$ cat src/rtl/output_arbiter_rr.sv
// Round-robin packet arbiter for one router output port; owner holds the link until last flit.
// Optional completed-packet counter enabled with ARBITER_PKT_COUNT_EN.
module output_arbiter_rr #(
  parameter int CHANNEL_NUMBER = 5,
  parameter int DATA_WIDTH     = 32,
  parameter int CNT_WIDTH      = 16
) (
  input  logic                               clk_i,
  input  logic                               rst_i,
  input  logic [CHANNEL_NUMBER-1:0]          valid_i,
  input  logic [CHANNEL_NUMBER-1:0]          last_i,
  input  logic [CHANNEL_NUMBER*DATA_WIDTH-1:0] data_i,
  output logic [CHANNEL_NUMBER-1:0]          ready_o,
  output logic                               valid_o,
  output logic                               last_o,
  output logic [DATA_WIDTH-1:0]              data_o,
  input  logic                               ready_i,
`ifdef ARBITER_PKT_COUNT_EN
  output logic [CNT_WIDTH-1:0]               pkt_count_o,
`endif
  output logic [CHANNEL_NUMBER-1:0]          grant_o
);

  localparam int IW =
    (CHANNEL_NUMBER > 1) ? $clog2(CHANNEL_NUMBER) : 1;
  localparam logic [IW-1:0] LAST_CH = IW'(CHANNEL_NUMBER - 1);

  typedef enum logic {
    IDLE,
    LOCKED
  } state_e;

  state_e        state_q, state_d;
  logic [IW-1:0] owner_q, owner_d;
  logic [IW-1:0] ptr_q, ptr_d;
  logic [IW-1:0] idx;
  logic          found;
  logic          done;

  always_ff @(posedge clk_i or posedge rst_i) begin
    if (rst_i) begin
      state_q <= IDLE;
      owner_q <= '0;
      ptr_q   <= '0;
    end else begin
      state_q <= state_d;
      owner_q <= owner_d;
      ptr_q   <= ptr_d;
    end
  end

  always_comb begin
    state_d = state_q;
    owner_d = owner_q;
    ptr_d   = ptr_q;
    idx     = '0;
    found   = 1'b0;
    done    = 1'b0;
    grant_o = '0;
    ready_o = '0;
    valid_o = 1'b0;
    last_o  = 1'b0;
    data_o  = '0;
    unique case (state_q)
      IDLE: begin
        // first requester at or after ptr, wrapping
        for (int i = 0; i < CHANNEL_NUMBER; i++) begin
          idx = IW'((int'(ptr_q) + i) % CHANNEL_NUMBER);
          if (!found && valid_i[idx]) begin
            found   = 1'b1;
            owner_d = idx;
          end
        end
        if (found) state_d = LOCKED;
      end
      LOCKED: begin
        for (int k = 0; k < CHANNEL_NUMBER; k++) begin
          if (owner_q == IW'(k)) begin
            grant_o[k] = 1'b1;
            valid_o    = valid_i[k];
            last_o     = last_i[k];
            data_o     = data_i[k*DATA_WIDTH +: DATA_WIDTH];
            ready_o[k] = ready_i;
          end
        end
        done = valid_o & ready_i & last_o;
        if (done) begin
          state_d = IDLE;
          ptr_d   = (owner_q == LAST_CH) ? '0 : owner_q + 1'b1;
        end
      end
      default: state_d = IDLE;
    endcase
  end

`ifdef ARBITER_PKT_COUNT_EN
  logic [CNT_WIDTH-1:0] cnt_q, cnt_d;

  always_comb begin
    cnt_d = cnt_q;
    if (done) cnt_d = cnt_q + 1'b1;
  end

  always_ff @(posedge clk_i or posedge rst_i) begin
    if (rst_i) cnt_q <= '0;
    else       cnt_q <= cnt_d;
  end

  assign pkt_count_o = cnt_q;
`else
  // counter width still referenced so the parameter is not dangling
  if (CNT_WIDTH > 0) begin : g_no_pkt_count
  end
`endif

endmodule

$ cat config.mk
export PLATFORM = sky130hd
export DESIGN_NAME = output_arbiter_rr
export DESIGN_NICKNAME = d
export VERILOG_FILES = /design/src/rtl/output_arbiter_rr.sv
export SDC_FILE = /design/constraint.sdc
export NUM_CORES = 1
export LEC_CHECK = 0
export CELL_PAD_IN_SITES_DETAIL_PLACEMENT = 0
export CELL_PAD_IN_SITES_GLOBAL_PLACEMENT = 1
export CORE_ASPECT_RATIO = 0.8
export CORE_UTILIZATION = 27
export CTS_CLUSTER_DIAMETER = 120
export DETAILED_ROUTE_END_ITERATION = 10
export PLACE_DENSITY = 0.95
export SLEW_MARGIN = 20
export SYNTH_ARGS = -nofsm -noshare
export SYNTH_HDL_FRONTEND = slang
export SYNTH_SLANG_ARGS = --single-unit
$ cat constraint.sdc
create_clock -name clk_i -period 8.9 [get_ports clk_i]
set_input_delay 0.89 -clock clk_i [delete_from_list [all_inputs] [get_ports clk_i]]
set_output_delay 0.89 -clock clk_i [all_outputs]
set_load 0.03 [all_outputs]
==> impl_results.html, run 1 <==
<table>
<tr><th>Metric</th><th>Value</th></tr>
<tr><th colspan="2">Synth</th></tr>
<tr><td>Number of flops mapped to enable cells by yosys</td><td>0</td></tr>
<tr><td>Top-area cell type share of the netlist area</td><td>9.515%</td></tr>
<tr><td>Share of synthesized registers carrying an async set or reset</td><td>100.0%</td></tr>
<tr><td>Total nets after synthesis</td><td>687</td></tr>
<tr><td>Total standard cell area after synthesis</td><td>0.003353 mm²</td></tr>
<tr><td>Cell variety after synth</td><td>78</td></tr>
<tr><td>Synthesized area divided by synthesized cell count</td><td>6.788 µm²</td></tr>
<tr><td>Biggest area consumer among synthesized cells</td><td>sky130_fd_sc_hd__nor2_1</td></tr>
<tr><td>Top flip-flop cell by instance count after synthesis</td><td>sky130_fd_sc_hd__dfrtp_1</td></tr>
<tr><td>Seq cells post-synth</td><td>7</td></tr>
<tr><td>Top area cells in the synthesized netlist</td><td>sky130_fd_sc_hd__nor2_1 (9.5%), sky130_fd_sc_hd__a221oi_1 (9.1%), sky130_fd_sc_hd__o311ai_0 (8.6%)</td></tr>
<tr><td>Proportion of synthesized chip area in sequential cells</td><td>5.224%</td></tr>
<tr><td>Number of warnings reported in the yosys synthesis log</td><td>0</td></tr>
<tr><td>Synth Instances</td><td>494</td></tr>
<tr><th colspan="2">Setup path</th></tr>
<tr><td>Worst flop-to-flop path startpoint</td><td>ptr_q[1]</td></tr>
<tr><td>Crit end category</td><td>primary output</td></tr>
<tr><td>Startpoint types</td><td>register</td></tr>
<tr><td>Chain of cells forming the critical path</td><td>inv_1 &gt; ha_1 &gt; nand2_1 &gt; nor2_2 &gt; buf_4 &gt; a221oi_1 &gt; or3_1 &gt; a311oi_1 &gt; clkdlybuf4s50_1</td></tr>
<tr><td>WP data arrival</td><td>3.49 ns</td></tr>
<tr><td>Timing startpoint of the critical path</td><td>owner_q[0]</td></tr>
<tr><td>Worst path max stage delay</td><td>0.81 ns</td></tr>
<tr><td>Crit-path leading delay family</td><td>buffers and inverters</td></tr>
<tr><td>Data required, critical path</td><td>8.01 ns</td></tr>
<tr><td>Count of buffering cells on the critical path with inverters included</td><td>3</td></tr>
<tr><td>R2R cell count</td><td>13</td></tr>
<tr><td>Critical Path Fanout Max</td><td>34</td></tr>
<tr><td>Cell at the slowest stage of the critical path</td><td>sky130_fd_sc_hd__clkdlybuf4s50_1</td></tr>
<tr><td>Kind of critical path</td><td>register to primary output</td></tr>
<tr><td>Stages on the worst setup path</td><td>9</td></tr>
<tr><th colspan="2">Detailed routing</th></tr>
<tr><td>Number of DRC violations after detailed-routing iteration 0</td><td>439</td></tr>
<tr><td>Number of nets with antenna violations after routing</td><td>0</td></tr>
<tr><td>Via count</td><td>4781</td></tr>
<tr><td>Mean routed wirelength per cell</td><td>18.81 µm</td></tr>
<tr><td>Routed via count divided by cell count</td><td>5.767</td></tr>
<tr><td>Drt drc</td><td>0</td></tr>
<tr><td>Post-detailed-routing wire length</td><td>15.60 mm</td></tr>
<tr><td>TritonRoute pass-1 iters</td><td>5</td></tr>
<tr><th colspan="2">Power</th></tr>
<tr><td>Leak</td><td>2.088 nW</td></tr>
<tr><td>Cell Pwr Density</td><td>486.8 mW/mm²</td></tr>
<tr><td>Worst IR drop on VDD</td><td>0.0002659 V</td></tr>
<tr><td>Overall power</td><td>2.756 mW</td></tr>
<tr><th colspan="2">STA</th></tr>
<tr><td>Final setup viols</td><td>0</td></tr>
<tr><td>Worst clock skew on the final layout</td><td>0.002858 ns</td></tr>
<tr><td>Hold Slack</td><td>0.6260 ns</td></tr>
<tr><td>Unrepaired setup endpoints after global routing</td><td>no</td></tr>
<tr><td>Actual slew at the worst max-slew pin</td><td>0.7751 ns</td></tr>
<tr><td>Worst-case setup margin in the final layout</td><td>4.515 ns</td></tr>
<tr><td>Count of final max-slew check failures</td><td>0</td></tr>
<tr><td>Fin crit period</td><td>4.385 ns</td></tr>
<tr><td>Max Clk Rate</td><td>228.1 MHz</td></tr>
<tr><td>Hold Violations, Final</td><td>0</td></tr>
<tr><td>Post-route fraction of the period consumed by the critical path</td><td>49.27%</td></tr>
<tr><td>Setup Total Neg Slack</td><td>0 ns</td></tr>
<tr><td>Slew HR</td><td>48.20%</td></tr>
<tr><th colspan="2">Cells and area</th></tr>
<tr><td>Post-route standard cell area excluding fillers</td><td>0.005662 mm²</td></tr>
<tr><td>Final cell utilization of the core</td><td>46.55%</td></tr>
<tr><td>Non-filler cells, final</td><td>829</td></tr>
<tr><td>Antenna diode count</td><td>0</td></tr>
<tr><td>Final net count</td><td>871</td></tr>
<tr><td>Count of filler cells inserted in the layout</td><td>1193</td></tr>
<tr><td>Layout cells sized above 1</td><td>6.942%</td></tr>
<tr><td>Area grow syn2layout</td><td>68.84%</td></tr>
<tr><th colspan="2">Global routing</th></tr>
<tr><td>Global-route wire length before repair</td><td>22.76 mm</td></tr>
<tr><td>Global Route Usage Sum</td><td>22.15%</td></tr>
<tr><td>Vias in the first global route</td><td>4450</td></tr>
<tr><td>Number of antenna violations at the first check in global routing</td><td>0</td></tr>
<tr><td>Final global-route overflow total</td><td>0</td></tr>
<tr><td>Maximum number of pins on one net before global-route repair</td><td>71</td></tr>
<tr><th colspan="2">Floorplanning</th></tr>
<tr><td>Die area</td><td>0.01287 mm²</td></tr>
<tr><td>I/O Pins</td><td>217</td></tr>
<tr><td>Die width</td><td>126.6 µm</td></tr>
<tr><td>Effective utilization at floorplan</td><td>27.57%</td></tr>
<tr><td>Die Ht</td><td>101.7 µm</td></tr>
<tr><td>Number of core rows</td><td>36</td></tr>
<tr><td>Core area</td><td>0.01216 mm²</td></tr>
<tr><th colspan="2">Clock tree</th></tr>
<tr><td>Clock latency at the later pin of the worst-skew pair</td><td>0.23 ns</td></tr>
<tr><td>Num CTS Buffers</td><td>3</td></tr>
<tr><td>Maximum level of the CTS H-tree</td><td>1</td></tr>
<tr><td>Clock Sink Count</td><td>7</td></tr>
<tr><td>Post-CTS repair timing setup buffer count</td><td>0</td></tr>
<tr><td>Hold buffer count at CTS</td><td>0</td></tr>
<tr><td>CTS tree</td><td>yes</td></tr>
<tr><td>Clock transition time at the flip-flop clock pins of the worst setup and hold paths</td><td>0.04 ns</td></tr>
<tr><td>CTS root buf</td><td>sky130_fd_sc_hd__clkbuf_16</td></tr>
<tr><td>Buffer levels on the longest clock path</td><td>2</td></tr>
<tr><td>Post_cts resized</td><td>0</td></tr>
<tr><th colspan="2">Hold path</th></tr>
<tr><td>Number of cells on the worst hold path</td><td>2</td></tr>
<tr><td>Beginning of the worst hold path</td><td>owner_q[1]</td></tr>
<tr><td>Worst hold path class</td><td>register to register</td></tr>
<tr><th colspan="2">Place</th></tr>
<tr><td>Worst Setup Slack post-DPL</td><td>4.764 ns</td></tr>
<tr><td>Number of port buffers</td><td>216</td></tr>
<tr><td>Cell count after placement</td><td>825</td></tr>
<tr><td>Placed Area</td><td>0.005568 mm²</td></tr>
<tr><td>Final weighted congestion in routability-driven placement</td><td>0.9569</td></tr>
<tr><td>HPWL after detailed placement</td><td>12.06 mm</td></tr>
<tr><th colspan="2">Flow run</th></tr>
<tr><td>Max Cap Violations</td><td>0</td></tr>
<tr><th colspan="2">Run status</th></tr>
<tr><td>Outcome</td><td>complete, no violations</td></tr>
</table>
==> final timing paths <==
check                           slack, ns    endpoint
worst max register to register       4.67  owner_q[2]
worst max-delay path                 4.52      last_o
worst min-delay path                 0.63  owner_q[1]
max in group asynchronous            7.75     state_q
min in group asynchronous            0.92  owner_q[2]
worst min register to register       0.63  owner_q[1]
==> worst min-delay path, stage by stage (launching register included) <==
cell and delay (ns):
sky130_fd_sc_hd__dfrtp_1 0.36, sky130_fd_sc_hd__inv_1 0.09, sky130_fd_sc_hd__mux2i_1 0.12
==> layout by cell type (no fill, tap or decap), types with 7 or more instances in the layout <==
| cell type | netlist | routed |
|---|---|---|
| sky130_fd_sc_hd__o311ai_0 | 33 | 33 |
| sky130_fd_sc_hd__o21ai_0 | 48 | 48 |
| sky130_fd_sc_hd__dfrtp_1 | 7 | 7 |
| sky130_fd_sc_hd__a21oi_1 | 8 | 8 |
| sky130_fd_sc_hd__nand2_1 | 49 | 48 |
| sky130_fd_sc_hd__clkdlybuf4s50_1 | 0 | 216 |
| sky130_fd_sc_hd__ha_1 | 20 | 19 |
| sky130_fd_sc_hd__o211ai_1 | 9 | 9 |
| sky130_fd_sc_hd__a221oi_1 | 35 | 35 |
| sky130_fd_sc_hd__mux2i_1 | 14 | 14 |
| sky130_fd_sc_hd__nand2b_1 | 7 | 7 |
| sky130_fd_sc_hd__nor2_1 | 85 | 84 |
| sky130_fd_sc_hd__inv_1 | 15 | 15 |
==> state kept, by name, indices dropped and copies added, names as in the netlist <==
signal   cells
state_q      1
owner_q      3
ptr_q        3
==> kinds of logic after synthesis <==
family                   after synthesis  share of synthesized area (%)
buffers and inverters                 61                          7.835
adder cells (fa/ha/maj)               20                          7.463
XOR/XNOR                               6                          2.127
AND/OR/NAND/NOR                      199                          28.62
AO/OA/AOI/OAI                        179                          41.46
multiplexers                          22                          7.276
flip-flops                             7                          5.224
==> cell type report <==
type                    count  area, µm²  area share [%]
clock buffers               4      78.83           1.392
multi-input cells         426       2943           51.98
inverters                  18      67.56           1.193
well taps                 152      190.2           3.359
repair buffers            222       2207           38.98
flip-flops and latches      7      175.2           3.094
==> per-layer routing <==
metal	wire length, µm	vias to the layer above	GRT usage, %
li1	-	2253	-
met1	6793	2264	28.94
met2	7383	236	36.97
met3	1097	28	4.120
met4	322	0	7.229
met5	0	-	0
==> synth_stat cells (3+ instances only) <==
master                     instances
sky130_fd_sc_hd__a211oi_1          3
sky130_fd_sc_hd__a21oi_1           8
sky130_fd_sc_hd__a221oi_1         35
sky130_fd_sc_hd__and2_1            4
sky130_fd_sc_hd__and3_1            4
sky130_fd_sc_hd__and3b_1           3
sky130_fd_sc_hd__buf_2             3
sky130_fd_sc_hd__buf_6             3
sky130_fd_sc_hd__clkbuf_1         33
sky130_fd_sc_hd__dfrtp_1           7
sky130_fd_sc_hd__ha_1             20
sky130_fd_sc_hd__inv_1            15
sky130_fd_sc_hd__mux2_2            5
sky130_fd_sc_hd__mux2i_1          14
sky130_fd_sc_hd__nand2_1          49
sky130_fd_sc_hd__nand2b_1          7
sky130_fd_sc_hd__nand3_1           6
sky130_fd_sc_hd__nand3b_1          3
sky130_fd_sc_hd__nand4_1           5
sky130_fd_sc_hd__nor2_1           85
sky130_fd_sc_hd__nor2b_1           6
sky130_fd_sc_hd__nor3_1            6
sky130_fd_sc_hd__nor3b_1           5
sky130_fd_sc_hd__o211ai_1          9
sky130_fd_sc_hd__o21a_1            6
sky130_fd_sc_hd__o21ai_0          48
sky130_fd_sc_hd__o21ai_1           3
sky130_fd_sc_hd__o311ai_0         33
sky130_fd_sc_hd__xnor2_1           4
==> where the power goes <==
part | total (mW) | internal [mW] | switching (mW)
registers | 0.0776 | 0.0472 | 0.0304
logic | 2.60 | 1.04 | 1.56
clock network | 0.0760 | 0.0596 | 0.0164
(Power assumes the default switching activity.)
==> run 2, diff against run 1 <==
Settings changed: CORE_UTILIZATION 27 to 22, PLACE_DENSITY 0.95 to 0.89.
Clock period 8.9 ns to 3.69 ns, I/O delays scaled along.
==> run 2 against run 1 <==
Global-route usage decreased by 3.5 points. Cell area increased by 4.2%. Power increased by 140%. Register-to-register slack got worse by 4.5 ns. Critical path depth increased by 1. Sequential power increased by 100%. Hold slack got worse by 0.22 ns. Combinational power increased by 150%. Core utilization decreased by 6.1 points. Routed wire length decreased by 2.5%.
==> impl_results.html, run 2 (synthesized netlist as in run 1, its figures left out) <==
<table>
<tr><th>Metric</th><th>Value</th></tr>
<tr><th colspan="2">STA</th></tr>
<tr><td>Hold Slack</td><td>0.4070 ns</td></tr>
<tr><td>Final setup viols</td><td>0</td></tr>
<tr><td>Max Clk Rate</td><td>284.2 MHz</td></tr>
<tr><td>Post-route fraction of the period consumed by the critical path</td><td>95.37%</td></tr>
<tr><td>Fin crit period</td><td>3.519 ns</td></tr>
<tr><td>Actual slew at the worst max-slew pin</td><td>0.9761 ns</td></tr>
<tr><td>Unrepaired setup endpoints after global routing</td><td>yes</td></tr>
<tr><td>Hold Violations, Final</td><td>0</td></tr>
<tr><td>Worst clock skew on the final layout</td><td>0.002743 ns</td></tr>
<tr><td>Slew HR</td><td>34.85%</td></tr>
<tr><td>Count of final max-slew check failures</td><td>0</td></tr>
<tr><th colspan="2">Detailed routing</th></tr>
<tr><td>Number of DRC violations after detailed-routing iteration 0</td><td>304</td></tr>
<tr><td>Number of nets with antenna violations after routing</td><td>0</td></tr>
<tr><td>TritonRoute pass-1 iters</td><td>4</td></tr>
<tr><td>Met3 wire length</td><td>1.022 mm</td></tr>
<tr><td>M1 wire length</td><td>7.030 mm</td></tr>
<tr><td>Via count</td><td>4624</td></tr>
<tr><td>Mean routed wirelength per cell</td><td>17.26 µm</td></tr>
<tr><td>Post-detailed-routing wire length</td><td>15.21 mm</td></tr>
<tr><td>Detail Route met2 WL</td><td>6.918 mm</td></tr>
<tr><td>Routed via count divided by cell count</td><td>5.249</td></tr>
<tr><td>Drt drc</td><td>0</td></tr>
<tr><td>Uppermost routed layer</td><td>met4</td></tr>
<tr><th colspan="2">Power</th></tr>
<tr><td>Power share of the sequential group</td><td>2.4%</td></tr>
<tr><td>Worst IR drop on VDD</td><td>0.0005499 V</td></tr>
<tr><td>Int Pwr</td><td>2.951 mW</td></tr>
<tr><td>Clk network pwr share</td><td>2.8%</td></tr>
<tr><td>Switch Pwr</td><td>3.795 mW</td></tr>
<tr><td>Power share of the combinational group</td><td>94.9%</td></tr>
<tr><td>Leak</td><td>2.217 nW</td></tr>
<tr><td>Overall power</td><td>6.746 mW</td></tr>
<tr><td>Share of total power consumed by net switching</td><td>56.25%</td></tr>
<tr><td>Cell Pwr Density</td><td>1143 mW/mm²</td></tr>
<tr><th colspan="2">Global routing</th></tr>
<tr><td>Global-route wire length before repair</td><td>23.62 mm</td></tr>
<tr><td>Final global-route overflow total</td><td>0</td></tr>
<tr><td>Number of antenna violations at the first check in global routing</td><td>0</td></tr>
<tr><td>Maximum number of pins on one net before global-route repair</td><td>48</td></tr>
<tr><td>Vias in the first global route</td><td>4289</td></tr>
<tr><td>Global Route Usage Sum</td><td>18.70%</td></tr>
<tr><th colspan="2">Clock tree</th></tr>
<tr><td>Clock latency at the later pin of the worst-skew pair</td><td>0.23 ns</td></tr>
<tr><td>Num CTS Buffers</td><td>3</td></tr>
<tr><td>Maximum level of the CTS H-tree</td><td>1</td></tr>
<tr><td>Buffer levels on the longest clock path</td><td>2</td></tr>
<tr><td>CTS tree</td><td>yes</td></tr>
<tr><td>Clock Sink Count</td><td>7</td></tr>
<tr><td>Post-CTS repair timing setup buffer count</td><td>0</td></tr>
<tr><td>CTS root buf</td><td>sky130_fd_sc_hd__clkbuf_16</td></tr>
<tr><td>Clock transition time at the flip-flop clock pins of the worst setup and hold paths</td><td>0.04 ns</td></tr>
<tr><th colspan="2">Cells and area</th></tr>
<tr><td>Layout cells sized above 1</td><td>10.19%</td></tr>
<tr><td>Area grow syn2layout</td><td>76.01%</td></tr>
<tr><td>Final net count</td><td>891</td></tr>
<tr><td>Most common cell after layout, fill and taps aside</td><td>sky130_fd_sc_hd__clkdlybuf4s50_1</td></tr>
<tr><td>Antenna diode count</td><td>0</td></tr>
<tr><td>Registers with the most flip-flops</td><td>owner_q: 3 flops, ptr_q: 3 flops, state_q: 1 flops</td></tr>
<tr><td>Non-filler cells, final</td><td>881</td></tr>
<tr><td>Post-route standard cell area excluding fillers</td><td>0.005902 mm²</td></tr>
<tr><td>Leading cell types in the layout, fill and taps excluded</td><td>sky130_fd_sc_hd__clkdlybuf4s50_1 (214), sky130_fd_sc_hd__nor2_1 (84), sky130_fd_sc_hd__nand2_1 (48)</td></tr>
<tr><td>Final cell utilization of the core</td><td>40.45%</td></tr>
<tr><th colspan="2">Floorplanning</th></tr>
<tr><td>I/O Pins</td><td>217</td></tr>
<tr><td>Die area</td><td>0.01574 mm²</td></tr>
<tr><td>Core area</td><td>0.01459 mm²</td></tr>
<tr><td>Number of core rows</td><td>39</td></tr>
<tr><td>Die Ht</td><td>112.4 µm</td></tr>
<tr><td>Effective utilization at floorplan</td><td>22.98%</td></tr>
<tr><td>Die width</td><td>140.0 µm</td></tr>
<tr><th colspan="2">Hold path</th></tr>
<tr><td>Worst hold path class</td><td>primary input to async pin</td></tr>
<tr><th colspan="2">Setup path</th></tr>
<tr><td>Worst reg2reg endpoint</td><td>owner_q[2]</td></tr>
<tr><td>R2R setup slack</td><td>0.19 ns</td></tr>
<tr><td>Timing startpoint of the critical path</td><td>owner_q[0]</td></tr>
<tr><td>Data required, critical path</td><td>3.32 ns</td></tr>
<tr><td>Critical Path Fanout Max</td><td>24</td></tr>
<tr><td>WP data arrival</td><td>3.15 ns</td></tr>
<tr><td>R2R cell count</td><td>13</td></tr>
<tr><td>Kind of critical path</td><td>register to primary output</td></tr>
<tr><td>Startpoint types</td><td>register</td></tr>
<tr><td>End point of the critical path</td><td>data_o[11]</td></tr>
<tr><td>Crit end category</td><td>primary output</td></tr>
<tr><td>Worst flop-to-flop path startpoint</td><td>ptr_q[1]</td></tr>
<tr><th colspan="2">Place</th></tr>
<tr><td>Final weighted congestion in routability-driven placement</td><td>0.8528</td></tr>
<tr><td>HPWL after detailed placement</td><td>11.97 mm</td></tr>
<tr><td>Number of port buffers</td><td>216</td></tr>
<tr><td>Cell count after placement</td><td>877</td></tr>
<tr><td>Placed Area</td><td>0.005817 mm²</td></tr>
<tr><th colspan="2">Flow run</th></tr>
<tr><td>Max Cap Violations</td><td>0</td></tr>
<tr><th colspan="2">Run status</th></tr>
<tr><td>Outcome</td><td>complete, no violations</td></tr>
</table>
run 2: changes by cell type in the layout (fill, tap and decap cells not counted), moves of 2 or more:
| cell | before | now |
|---|---|---|
| sky130_fd_sc_hd__buf_12 | 0 | 4 |
| sky130_fd_sc_hd__buf_4 | 6 | 23 |
| sky130_fd_sc_hd__clkdlybuf4s50_1 | 216 | 214 |
| sky130_fd_sc_hd__o21ai_0 | 48 | 46 |
| sky130_fd_sc_hd__o21ai_1 | 3 | 5 |
run 2: power by group through the flow:
| stage | clock, mW | combinational, mW | sequential (mW) |
|---|---|---|---|
| 2_1_floorplan | 0 | 4.32 | 0.155 |
| 3_3_place_gp | 0 | 6.34 | 0.155 |
| 3_5_place_dp | 0 | 6.34 | 0.158 |
| 4_1_cts | 0.192 | 6.37 | 0.157 |
| 5_1_grt | 0.196 | 6.95 | 0.166 |
| 6_report | 0.186 | 6.40 | 0.159 |
run 2: layout make-up:
type	instances	area (µm²)
fill	1502	8688
multi-input combinational	426	2940
timing repair buffer	242	2407
tap	184	230.2
sequential	7	175.2
clock buffer	4	78.83
inverter	18	70.07
run 2: how the worst min path moves through the flow:
stage | start | end | depth (start not counted)
floorplan | rst_i | owner_q[0] | 1
global placement | owner_q[1] | owner_q[1] | 2
detailed placement | owner_q[1] | owner_q[1] | 2
CTS | rst_i | ptr_q[0] | 2
global route | rst_i | ptr_q[1] | 2
finish | rst_i | ptr_q[0] | 2
run 2: what timing repair did:
action | CTS | global route
resized for setup | 0 | 6
hold buffers | 0 | 0
setup endpoints to repair | 0 | 4
run 2: metrics by stage:
step	setup WS [ns]	setup TNS, ns
6_report	0.1709	0
5_1_grt	-0.02910	-0.04556
2_1_floorplan	0.01805	0
3_5_place_dp	0.1256	0
4_1_cts	0.1134	0
3_3_place_gp	0.2184	0
run 2: routing by layer:
metal / track usage (%) / up-vias
met5: 0 / -
li1: - / 2305
met2: 30.27 / 175
met4: 3.297 / 0
met3: 3.370 / 18
met1: 26.05 / 2126
run 2: worst max-delay path: stages (launching register included):
cell                              delay [ns]
sky130_fd_sc_hd__dfrtp_1                0.41
sky130_fd_sc_hd__inv_1                  0.12
sky130_fd_sc_hd__ha_1                   0.21
sky130_fd_sc_hd__nand2_1                0.15
sky130_fd_sc_hd__nor2_2                 0.24
sky130_fd_sc_hd__buf_12                 0.21
sky130_fd_sc_hd__a221oi_1               0.10
sky130_fd_sc_hd__o311ai_0               0.48
sky130_fd_sc_hd__o21ai_0                0.19
sky130_fd_sc_hd__nor2_1                 0.12
sky130_fd_sc_hd__clkdlybuf4s50_1        0.68
